===== config.mk =====
export PLATFORM = sky130hd
export DESIGN_NAME = pipe_buf_stage
export DESIGN_NICKNAME = d
export VERILOG_FILES = /design/src/rtl/pipe_buf_stage.sv
export SDC_FILE = /design/constraint.sdc
export NUM_CORES = 1
export LEC_CHECK = 0
export BUFFER_PORTS_ARGS = -buffer_cell sky130_fd_sc_hd__buf_4
export CORE_MARGIN = 1
export CORE_UTILIZATION = 35
export DETAILED_ROUTE_END_ITERATION = 8
export GPL_TIMING_DRIVEN = 0
export PLACE_DENSITY = 0.66
export SLEW_MARGIN = 20
export SYNTH_ARGS = -nofsm -noshare
export SYNTH_HDL_FRONTEND = slang
export SYNTH_SLANG_ARGS = --single-unit

===== constraint.sdc =====
create_clock -name clk -period 1.6 [get_ports clk]
set_input_delay 0.08 -clock clk [delete_from_list [all_inputs] [get_ports clk]]
set_output_delay 0.08 -clock clk [all_outputs]
set_load 0.005 [all_outputs]

===== src/rtl/pipe_buf_stage.sv =====
// pipe_buf_stage
// Valid/ready pipeline buffer register between two pipeline stages. It carries an
// opaque WIDTH-bit payload, supports a synchronous flush to FLUSH_VAL and keeps a
// saturating count of bubble cycles (cycles with out_valid=0).
//
// Optional feature macro: PIPE_BUF_SKID_EN
//   defined   : adds a skid entry, so in_ready comes from a flop and occupancy is 0..2.
//   undefined : single entry, in_ready = !main_v || out_ready, and occupancy is 0..1.
module pipe_buf_stage #(
  parameter int unsigned       WIDTH     = 64,
  parameter logic [WIDTH-1:0]  FLUSH_VAL = '0,
  parameter int unsigned       CNT_W     = 16
) (
  input  logic             clk,
  input  logic             reset,
  input  logic             in_valid,
  output logic             in_ready,
  input  logic [WIDTH-1:0] in_data,
  output logic             out_valid,
  input  logic             out_ready,
  output logic [WIDTH-1:0] out_data,
  input  logic             flush,
  output logic [1:0]       occupancy,
  output logic [CNT_W-1:0] bubble_cnt
);

  localparam logic [CNT_W-1:0] CNT_ONE = CNT_W'(1);
  localparam logic [CNT_W-1:0] CNT_MAX = '1;

  logic             main_v_q, main_v_d;
  logic [WIDTH-1:0] main_data_q, main_data_d;
  logic [CNT_W-1:0] bubble_q, bubble_d;
  logic             accept;
  logic             deliver;

  // The main entry is always the head of the buffer.
  assign out_valid  = main_v_q;
  assign out_data   = main_data_q;
  assign bubble_cnt = bubble_q;

  assign accept  = in_valid && in_ready;
  assign deliver = main_v_q && out_ready;

`ifdef PIPE_BUF_SKID_EN
  logic             skid_v_q, skid_v_d;
  logic [WIDTH-1:0] skid_data_q, skid_data_d;

  // Ready depends only on the skid flop, which breaks the combinational path from out_ready.
  assign in_ready  = !skid_v_q;
  assign occupancy = {1'b0, main_v_q} + {1'b0, skid_v_q};

  // Next state for main and skid. Flush wins. A full buffer only promotes skid into main.
  always_comb begin
    // NOTE: every _d gets a default here so no path leaves it unassigned (no latch).
    main_v_d    = main_v_q;
    main_data_d = main_data_q;
    skid_v_d    = skid_v_q;
    skid_data_d = skid_data_q;
    if (flush) begin
      main_v_d    = 1'b0;
      main_data_d = FLUSH_VAL;
      skid_v_d    = 1'b0;
      skid_data_d = FLUSH_VAL;
    end else if (skid_v_q) begin
      // Full: in_ready is low, so the only possible event is a deliver.
      if (deliver) begin
        main_data_d = skid_data_q;
        skid_v_d    = 1'b0;
      end
    end else if (accept) begin
      if (!main_v_q || deliver) begin
        // The head is free or leaving this cycle, so the new entry takes its place.
        main_v_d    = 1'b1;
        main_data_d = in_data;
      end else begin
        // The head is stalled, so the new entry parks in the skid entry.
        skid_v_d    = 1'b1;
        skid_data_d = in_data;
      end
    end else if (deliver) begin
      main_v_d = 1'b0;
    end
  end

  // Skid entry registers.
  always_ff @(posedge clk or negedge reset) begin
    if (!reset) begin
      skid_v_q    <= 1'b0;
      skid_data_q <= FLUSH_VAL;
    end else begin
      skid_v_q    <= skid_v_d;
      skid_data_q <= skid_data_d;
    end
  end
`else
  // Single entry: it can take new data when it is empty or is being drained this cycle.
  assign in_ready  = !main_v_q || out_ready;
  assign occupancy = {1'b0, main_v_q};

  // Next state for main. Flush wins. Accepting while delivering replaces the head.
  always_comb begin
    // NOTE: every _d gets a default here so no path leaves it unassigned (no latch).
    main_v_d    = main_v_q;
    main_data_d = main_data_q;
    if (flush) begin
      main_v_d    = 1'b0;
      main_data_d = FLUSH_VAL;
    end else if (accept) begin
      main_v_d    = 1'b1;
      main_data_d = in_data;
    end else if (deliver) begin
      main_v_d = 1'b0;
    end
  end
`endif

  // Bubble counter: count cycles with no live head and hold at the maximum.
  always_comb begin
    bubble_d = bubble_q;
    if (!main_v_q && (bubble_q != CNT_MAX)) begin
      bubble_d = bubble_q + CNT_ONE;
    end
  end

  // Main entry and bubble counter registers.
  always_ff @(posedge clk or negedge reset) begin
    if (!reset) begin
      // NOTE: the data register is reset too, because out_data must read FLUSH_VAL.
      main_v_q    <= 1'b0;
      main_data_q <= FLUSH_VAL;
      bubble_q    <= '0;
    end else begin
      // NOTE: non-blocking assignments, so every register samples pre-edge values.
      main_v_q    <= main_v_d;
      main_data_q <= main_data_d;
      bubble_q    <= bubble_d;
    end
  end

endmodule


==> report_table.html, run 1 <==
<table>
<tr><th>Metric</th><th>Value</th></tr>
<tr><th colspan="2">STA</th></tr>
<tr><td>Final count of negative-setup-slack endpoints</td><td>0</td></tr>
<tr><td>Slew Limit Fails</td><td>0</td></tr>
<tr><td>Setup skew after layout</td><td>0.00805 ns</td></tr>
<tr><td>Highest achievable clock rate</td><td>between 600 and 700 MHz</td></tr>
<tr><td>Worst slew margin relative to its limit</td><td>0.508</td></tr>
<tr><td>Final period util</td><td>0.966</td></tr>
<tr><td>Count of endpoints failing hold in the final timing report</td><td>0</td></tr>
<tr><td>Minimum setup slack in the final design</td><td>between 0.05 and 0.06 ns</td></tr>
<tr><td>Final period demand of the worst path</td><td>1.55 ns</td></tr>
<tr><td>Worst Max-Slew Pin Slew</td><td>0.738 ns</td></tr>
<tr><td>Setup tns final</td><td>0 ns</td></tr>
<tr><th colspan="2">Worst setup path</th></tr>
<tr><td>CP required</td><td>1.82 ns</td></tr>
<tr><td>Data arrival time of the worst path</td><td>1.77 ns</td></tr>
<tr><td>Setup crit start kind</td><td>flop</td></tr>
<tr><td>Critical Path Sink Type</td><td>flop</td></tr>
<tr><td>Kind of critical path</td><td>reg -&gt; reg</td></tr>
<tr><td>Crit-path max FO</td><td>4</td></tr>
<tr><th colspan="2">Cells and area</th></tr>
<tr><td>Highest-count cells in the layout ignoring fill and taps</td><td>167 x sky130_fd_sc_hd__buf_4, 71 x sky130_fd_sc_hd__dfrtp_1, 67 x sky130_fd_sc_hd__dlygate4sd3_1</td></tr>
<tr><td>Area delta synth-&gt;final</td><td>78.2%</td></tr>
<tr><td>Number of nets in the layout</td><td>537</td></tr>
<tr><td>Commonest non-fill, non-tap cell in the layout</td><td>sky130_fd_sc_hd__buf_4</td></tr>
<tr><td>Fraction of layout instances using a drive strength above 1</td><td>0.468</td></tr>
<tr><td>Number of inserted diodes</td><td>0</td></tr>
<tr><td>Final design utilization</td><td>0.656</td></tr>
<tr><th colspan="2">Clocking</th></tr>
<tr><td>Clock-pin slew on the worst setup and hold paths</td><td>0.08 ns</td></tr>
<tr><td>Clock tree root buffer cell</td><td>sky130_fd_sc_hd__clkbuf_8</td></tr>
<tr><td>Total CTS buffers</td><td>9</td></tr>
<tr><td>Total number of H-tree levels</td><td>3</td></tr>
<tr><td>Clock latency on the worst-skew pair</td><td>roughly 0.34 ns</td></tr>
<tr><td>Clk buf depth</td><td>2</td></tr>
<tr><td>Sink count of the clock tree</td><td>81</td></tr>
<tr><td>TritonCTS clock tree</td><td>built</td></tr>
<tr><th colspan="2">Hold path</th></tr>
<tr><td>Type of the most critical hold path</td><td>in -&gt; reg</td></tr>
<tr><th colspan="2">Pwr</th></tr>
<tr><td>Cell Pwr Density</td><td>946 nW/um^2</td></tr>
<tr><td>P_leak</td><td>around 0.0028 uW</td></tr>
<tr><td>VDD IR max</td><td>0.000511 V</td></tr>
<tr><th colspan="2">Synth</th></tr>
<tr><td>Dominant cells by area after synthesis</td><td>sky130_fd_sc_hd__dfrtp_1 66%, sky130_fd_sc_hd__a22o_1 18%, sky130_fd_sc_hd__clkbuf_1 1.5%, sky130_fd_sc_hd__xnor2_1 1.4%, sky130_fd_sc_hd__xor2_1 1.4%</td></tr>
<tr><td>Share of cell area taken by muxes after synthesis</td><td>0.0105</td></tr>
<tr><td>Flop and latch count out of synthesis</td><td>81</td></tr>
<tr><td>Mapped Area</td><td>3090 um^2</td></tr>
<tr><td>Area share of the leading cell type in the synthesized netlist</td><td>0.657</td></tr>
<tr><td>Area fraction in compound gates after synthesis</td><td>0.208</td></tr>
<tr><td>Adder-cell share of the synthesized area</td><td>0.00405</td></tr>
<tr><td>Synth Net Count</td><td>291</td></tr>
<tr><td>Synthesis Warnings</td><td>0</td></tr>
<tr><td>Synthesized area divided by synthesized cell count</td><td>~14 um^2</td></tr>
<tr><td>Dominant cell type by area after synthesis</td><td>sky130_fd_sc_hd__dfrtp_1</td></tr>
<tr><td>Post-synthesis sequential area ratio</td><td>0.657</td></tr>
<tr><td>Fraction of synthesized cell area in xor and xnor cells</td><td>0.0284</td></tr>
<tr><td>Area fraction in and, or, nand and nor cells after synthesis</td><td>0.0697</td></tr>
<tr><td>Cell count after synthesis</td><td>221</td></tr>
<tr><td>Combinational family with the most area after synthesis</td><td>compound AO/OA/AOI/OAI gates</td></tr>
<tr><td>Netlist cell types</td><td>32</td></tr>
<tr><th colspan="2">Floorplanning</th></tr>
<tr><td>Die Wd</td><td>about 96 um</td></tr>
<tr><td>Core Box Area</td><td>8380 um^2</td></tr>
<tr><td>Top-level port count</td><td>around 150</td></tr>
<tr><td>Placement row count</td><td>33</td></tr>
<tr><td>Die Height</td><td>95.9 um</td></tr>
<tr><td>DIE AREA</td><td>9200 um^2</td></tr>
<tr><td>Starting Density</td><td>0.368</td></tr>
<tr><th colspan="2">Route</th></tr>
<tr><td>Post-route antenna net violation count</td><td>0</td></tr>
<tr><td>Number of vias after detailed routing</td><td>2835</td></tr>
<tr><td>First-pass DRT Iterations</td><td>4</td></tr>
<tr><td>Drt wl/cell</td><td>15.5 um</td></tr>
<tr><td>Total length of routed wires</td><td>8930 um</td></tr>
<tr><td>DRC violations left</td><td>0</td></tr>
<tr><td>Avg Vias per Cell</td><td>4.91</td></tr>
<tr><td>Number of DRC violations after detailed-routing iteration 0</td><td>80</td></tr>
<tr><th colspan="2">Global route</th></tr>
<tr><td>Via count of the first global-routing pass</td><td>2771</td></tr>
<tr><td>Wire length of the first global-routing pass</td><td>13300 um</td></tr>
<tr><td>Pin count of the biggest net entering global routing</td><td>82</td></tr>
<tr><td>Initial antenna violation count</td><td>0</td></tr>
<tr><td>Overall global routing resource usage</td><td>0.192</td></tr>
<tr><td>Global route overflow</td><td>0</td></tr>
<tr><th colspan="2">Place</th></tr>
<tr><td>Final RePlAce weighted congestion</td><td>0.743</td></tr>
<tr><td>Pre-CTS worst setup slack</td><td>-0.221 ns</td></tr>
<tr><td>Number of port buffers</td><td>151</td></tr>
<tr><td>Half-perimeter wire length after placement</td><td>5500 um</td></tr>
<tr><th colspan="2">Status</th></tr>
<tr><td>Status</td><td>completed</td></tr>
<tr><th colspan="2">Job</th></tr>
<tr><td>Count of maximum capacitance violations</td><td>0</td></tr>
</table>
[per-stage QoR]
| stage | hold slack (ns) | instances | area (um^2) | total power, uW |
|---|---|---|---|---|
| 6_report | 0.305 | 577 | 5500 | 5200 |
| 5_1_grt | 0.292 | 577 | 5500 | 5460 |
| 4_1_cts | 0.203 | 564 | 5370 | 5160 |
| 3_5_place_dp | 0.264 | 477 | 4390 | 3360 |
| 3_3_place_gp | 0.266 | 477 | 4390 | 3330 |
| 2_1_floorplan | -0.216 | 221 | 3120 | 2800 |
[report_power, final]
group | internal, uW | switching, uW
registers | 2240 | 195
clock network | 872 | 724
logic | 733 | 436
total | 3850 | 1350
[critical path: stages, from the launching register on]
cell and delay [ns]:
sky130_fd_sc_hd__dfrtp_2 0.41, sky130_fd_sc_hd__nand4_4 0.16, sky130_fd_sc_hd__nor4_4 0.34, sky130_fd_sc_hd__and3_4 0.23
sky130_fd_sc_hd__mux2_4 0.29
[layer usage]
layer | wire length [um] | track usage | vias to the layer above
met1 | 3770 | 0.240 | 1383
li1 | - | - | 1327
met4 | 176 | 0.0883 | 0
met2 | 4470 | 0.315 | 110
met3 | 508 | 0.0466 | 15
met5 | 0 | 0 | -
[cell families after synthesis]
kind of cell | after synthesis
DFF | 81
xor gates and xnor gates | 10
buffers and inverters | 16
adders and majority gates | 1
other | 1
muxes | 3
AOI/OAI and AO/OA | 73
and+or+nand+nor | 36
[state kept, by name, indices dropped and copies added, names as in the netlist]
register and flops:
bubble_cnt 16, out_data 64, out_valid 1
[cell type report]
type                       instances  area [um^2]
sequential                        81         2040
timing repair buffer             235         1960
clock inverter                     6         82.6
fill                             618         2880
inverter                           2         7.51
buffer                            14         75.1
tap                              105          131
multi-input combinational        124         1070
clock buffer                      10          128
[path summary, 6_finish.rpt]
| check | start | slack [ns] | cells after the start | end |
|---|---|---|---|---|
| worst max-delay path | bubble_cnt[4]$_DFFE_PN0P_ | 0.05 | 4 | bubble_cnt[14]$_DFFE_PN0P_ |
| worst min-delay path | in_valid | 0.30 | 4 | out_data[48]$_DFFE_PN0P_ |
| worst max register to register | bubble_cnt[4]$_DFFE_PN0P_ | 0.05 | 4 | bubble_cnt[14]$_DFFE_PN0P_ |
| worst min register to register | out_data[16]$_DFFE_PN0P_ | 0.51 | 1 | out_data[16]$_DFFE_PN0P_ |
| max in group asynchronous | reset | 0.74 | 2 | bubble_cnt[9]$_DFFE_PN0P_ |
| min in group asynchronous | reset | 0.32 | 2 | bubble_cnt[7]$_DFFE_PN0P_ |
[Yosys cell counts (all sizes together)]
| master | count |
|---|---|
| dfrtp | 81 |
| a22o | 64 |
| clkbuf | 12 |
| nand2 | 10 |
| nand4 | 7 |
| xnor2 | 5 |
| xor2 | 5 |
| nor2 | 4 |
| a21oi | 3 |
| and3 | 3 |
| nand3 | 3 |
| nor3 | 3 |
| o21ai | 3 |
| buf | 2 |
| inv | 2 |
| mux2 | 2 |
| nand2b | 2 |
| nor4 | 2 |
| and4 | 1 |
| conb | 1 |
| ha | 1 |
| mux2i | 1 |
| o21a | 1 |
| o41a | 1 |
| o41ai | 1 |
| or3 | 1 |
[timing repair]
item	CTS	global route
resized for setup	23	6
buffers inserted	4	13
pin swaps	3	5
hold buffers	67	0
hold endpoints to repair	146	0
setup endpoints to repair	68	72
Power figures use the tool's default switching activity.
==> inputs of run 2 (changes only) <==
--- a/config.mk
+++ b/config.mk
@@ -13,2 +13,3 @@
 export PLACE_DENSITY = 0.66
+export RECOVER_POWER = 25
 export SLEW_MARGIN = 20
==> constraint.sdc (replaced) <==
create_clock -name clk -period 1.6 [get_ports clk]
set_input_delay 0 -clock clk [delete_from_list [all_inputs] [get_ports clk]]
set_output_delay 0 -clock clk [all_outputs]
set_load 0.005 [all_outputs]
==> run 2 against run 1 <==
Effect of this change: first-iteration DRC count fell by 2.5%; critical path depth did not move; via count fell by 0.18%; wire length fell by 0.29%.
==> report_table.html, run 2 (synthesis results as in run 1) <==
<table>
<tr><th>Metric</th><th>Value</th></tr>
<tr><th colspan="2">Status</th></tr>
<tr><td>Status</td><td>completed</td></tr>
<tr><th colspan="2">Clocking</th></tr>
<tr><td>Total CTS buffers</td><td>9</td></tr>
<tr><td>TritonCTS clock tree</td><td>built</td></tr>
<tr><td>Clock-pin slew on the worst setup and hold paths</td><td>0.08 ns</td></tr>
<tr><td>Clk buf depth</td><td>2</td></tr>
<tr><td>Clock tree root buffer cell</td><td>sky130_fd_sc_hd__clkbuf_8</td></tr>
<tr><td>Sink count of the clock tree</td><td>81</td></tr>
<tr><td>Clock latency on the worst-skew pair</td><td>0.34 ns</td></tr>
<tr><td>Total number of H-tree levels</td><td>3</td></tr>
<tr><th colspan="2">Pwr</th></tr>
<tr><td>Net switching component of the power</td><td>1350 uW</td></tr>
<tr><td>Switching share of power</td><td>0.260</td></tr>
<tr><td>P_leak</td><td>around 0.0028 uW</td></tr>
<tr><td>Cell Int Power</td><td>3840 uW</td></tr>
<tr><td>Cell Pwr Density</td><td>946 nW/um^2</td></tr>
<tr><td>Portion of total power attributed to combinational logic</td><td>0.224</td></tr>
<tr><td>VDD IR max</td><td>0.000509 V</td></tr>
<tr><td>Proportion of power drawn by flip-flops and latches</td><td>0.469</td></tr>
<tr><td>Share of power burned in the clock network</td><td>0.307</td></tr>
<tr><th colspan="2">Worst setup path</th></tr>
<tr><td>Buffers &amp; Inverters on Critical Path</td><td>0</td></tr>
<tr><td>Data arrival time of the worst path</td><td>1.77 ns</td></tr>
<tr><td>Max stage delay on crit path</td><td>0.41 ns</td></tr>
<tr><td>Family with the most delay on the worst path</td><td>simple AND/OR/NAND/NOR gates</td></tr>
<tr><td>Slowest stage cell on the critical path</td><td>sky130_fd_sc_hd__dfrtp_2</td></tr>
<tr><td>Critical Path Sink Type</td><td>flop</td></tr>
<tr><td>Crit-path max FO</td><td>4</td></tr>
<tr><td>Kind of critical path</td><td>reg -&gt; reg</td></tr>
<tr><td>Register-to-register setup slack</td><td>0.05 ns</td></tr>
<tr><td>Launching point of the worst reg2reg path</td><td>bubble_cnt[4]$_DFFE_PN0P_</td></tr>
<tr><td>Series of cell instances along the critical path</td><td>nand4_4 &gt; nor4_4 &gt; and3_4 &gt; mux2_4</td></tr>
<tr><td>CP required</td><td>1.82 ns</td></tr>
<tr><td>Worst Setup SP</td><td>bubble_cnt[4]$_DFFE_PN0P_</td></tr>
<tr><td>Setup crit start kind</td><td>flop</td></tr>
<tr><th colspan="2">STA</th></tr>
<tr><td>Highest achievable clock rate</td><td>647 MHz</td></tr>
<tr><td>Worst hold-check slack</td><td>0.225 ns</td></tr>
<tr><td>Worst Max-Slew Pin Slew</td><td>about 1.1 ns</td></tr>
<tr><td>Worst slew margin relative to its limit</td><td>0.258</td></tr>
<tr><td>Setup skew after layout</td><td>around 0.0093 ns</td></tr>
<tr><td>Count of endpoints failing hold in the final timing report</td><td>0</td></tr>
<tr><td>Final period demand of the worst path</td><td>around 1.5 ns</td></tr>
<tr><td>Setup tns final</td><td>0 ns</td></tr>
<tr><td>Final count of negative-setup-slack endpoints</td><td>0</td></tr>
<tr><td>Slew Limit Fails</td><td>0</td></tr>
<tr><td>Final period util</td><td>0.966</td></tr>
<tr><th colspan="2">Cells and area</th></tr>
<tr><td>Number of inserted diodes</td><td>0</td></tr>
<tr><td>Highest-count cells in the layout ignoring fill and taps</td><td>143 x sky130_fd_sc_hd__buf_4, 71 x sky130_fd_sc_hd__dfrtp_1, 67 x sky130_fd_sc_hd__dlygate4sd3_1</td></tr>
<tr><td>Largest register FFs</td><td>64</td></tr>
<tr><td>FF/Latch Area</td><td>2040 um^2</td></tr>
<tr><td>Fillers</td><td>623</td></tr>
<tr><td>Fraction of layout instances using a drive strength above 1</td><td>0.462</td></tr>
<tr><td>Final design utilization</td><td>0.654</td></tr>
<tr><td>Commonest non-fill, non-tap cell in the layout</td><td>sky130_fd_sc_hd__buf_4</td></tr>
<tr><td>Area of combinational cells with multiple inputs</td><td>approximately 1100 um^2</td></tr>
<tr><td>Area delta synth-&gt;final</td><td>77.7%</td></tr>
<tr><td>Number of nets in the layout</td><td>537</td></tr>
<tr><td>Post-Layout Cell Count</td><td>577</td></tr>
<tr><th colspan="2">Global route</th></tr>
<tr><td>Global route overflow</td><td>0</td></tr>
<tr><td>Via count of the first global-routing pass</td><td>2771</td></tr>
<tr><td>Wire length of the first global-routing pass</td><td>13300 um</td></tr>
<tr><td>Overall global routing resource usage</td><td>0.192</td></tr>
<tr><td>Pin count of the biggest net entering global routing</td><td>82</td></tr>
<tr><td>Initial antenna violation count</td><td>0</td></tr>
<tr><th colspan="2">Place</th></tr>
<tr><td>Number of port buffers</td><td>151</td></tr>
<tr><td>Number of placed instances, taps included</td><td>about 480</td></tr>
<tr><td>Final RePlAce weighted congestion</td><td>0.743</td></tr>
<tr><td>Half-perimeter wire length after placement</td><td>5500 um</td></tr>
<tr><th colspan="2">Route</th></tr>
<tr><td>Drt wl/cell</td><td>15.4 um</td></tr>
<tr><td>Post-route antenna net violation count</td><td>0</td></tr>
<tr><td>Total length of routed wires</td><td>8910 um</td></tr>
<tr><td>DRC violations left</td><td>0</td></tr>
<tr><td>Number of vias after detailed routing</td><td>roughly 2800</td></tr>
<tr><td>First-pass DRT Iterations</td><td>4</td></tr>
<tr><td>Avg Vias per Cell</td><td>4.90</td></tr>
<tr><td>Number of DRC violations after detailed-routing iteration 0</td><td>78</td></tr>
<tr><th colspan="2">Floorplanning</th></tr>
<tr><td>DIE AREA</td><td>9200 um^2</td></tr>
<tr><td>Die Height</td><td>95.9 um</td></tr>
<tr><td>Core Box Area</td><td>8380 um^2</td></tr>
<tr><td>Die Wd</td><td>95.9 um</td></tr>
<tr><td>Top-level port count</td><td>153</td></tr>
<tr><td>Starting Density</td><td>0.368</td></tr>
<tr><td>Placement row count</td><td>33</td></tr>
<tr><th colspan="2">Hold path</th></tr>
<tr><td>Type of the most critical hold path</td><td>in -&gt; reg</td></tr>
<tr><td>Hold wc startpoint</td><td>in_valid</td></tr>
<tr><th colspan="2">Job</th></tr>
<tr><td>Count of maximum capacitance violations</td><td>0</td></tr>
</table>
run 2: timing repair:
item	4_1_cts	5_1_grt
hold buffers	67	0
buffers inserted	4	13
resized for setup	23	6
pin swaps	3	5
setup endpoints to repair	68	72
gates cloned	0	0
hold endpoints to repair	146	0
run 2: layout make-up:
cell class	count	share of cell area
flip-flops and latches	81	0.372
repair buffers	235	0.355
multi-input cells	124	0.196
well taps	105	0.0240
clock buffers	10	0.0233
clock inverters	6	0.0151
plain buffers	14	0.0137
inverters	2	0.00137
run 2: power by group through the flow:
stage	clock network, uW	registers [uW]	logic (uW)
floorplan	0	2480	325
global placement	0	2490	844
detailed placement	0	2490	870
CTS	1640	2440	1080
global route	1730	2450	1270
finish	1590	2430	1160
run 2: routing by layer:
layer / GRT usage / part of all wire
met4: 0.0883 / 0.020
met2: 0.315 / 0.50
met3: 0.0466 / 0.057
met5: 0 / 0
met1: 0.240 / 0.43
run 2: worst reg2reg max path, stage by stage (launching register included):
cell and delay [ns]:
sky130_fd_sc_hd__dfrtp_2 0.41, sky130_fd_sc_hd__nand4_4 0.16, sky130_fd_sc_hd__nor4_4 0.34, sky130_fd_sc_hd__and3_4 0.23
sky130_fd_sc_hd__mux2_4 0.29
run 2: worst paths after layout:
check,end,depth (start not counted)
max in group asynchronous,bubble_cnt[9]$_DFFE_PN0P_,2
min in group asynchronous,bubble_cnt[8]$_DFFE_PN0P_,2
worst max-delay path,bubble_cnt[14]$_DFFE_PN0P_,4
worst max register to register,bubble_cnt[14]$_DFFE_PN0P_,4
worst min-delay path,out_data[48]$_DFFE_PN0P_,4
worst min register to register,out_data[16]$_DFFE_PN0P_,1
run 2: through the flow:
stage,total power [uW],cell area [um^2],setup WS [ns]
detailed placement,3360,4390,-0.221
global route,5450,5480,-0.00466
finish,5190,5480,0.0539
floorplan,2800,3120,0.00347
global placement,3330,4390,-0.200
CTS,5160,5370,0.0000953
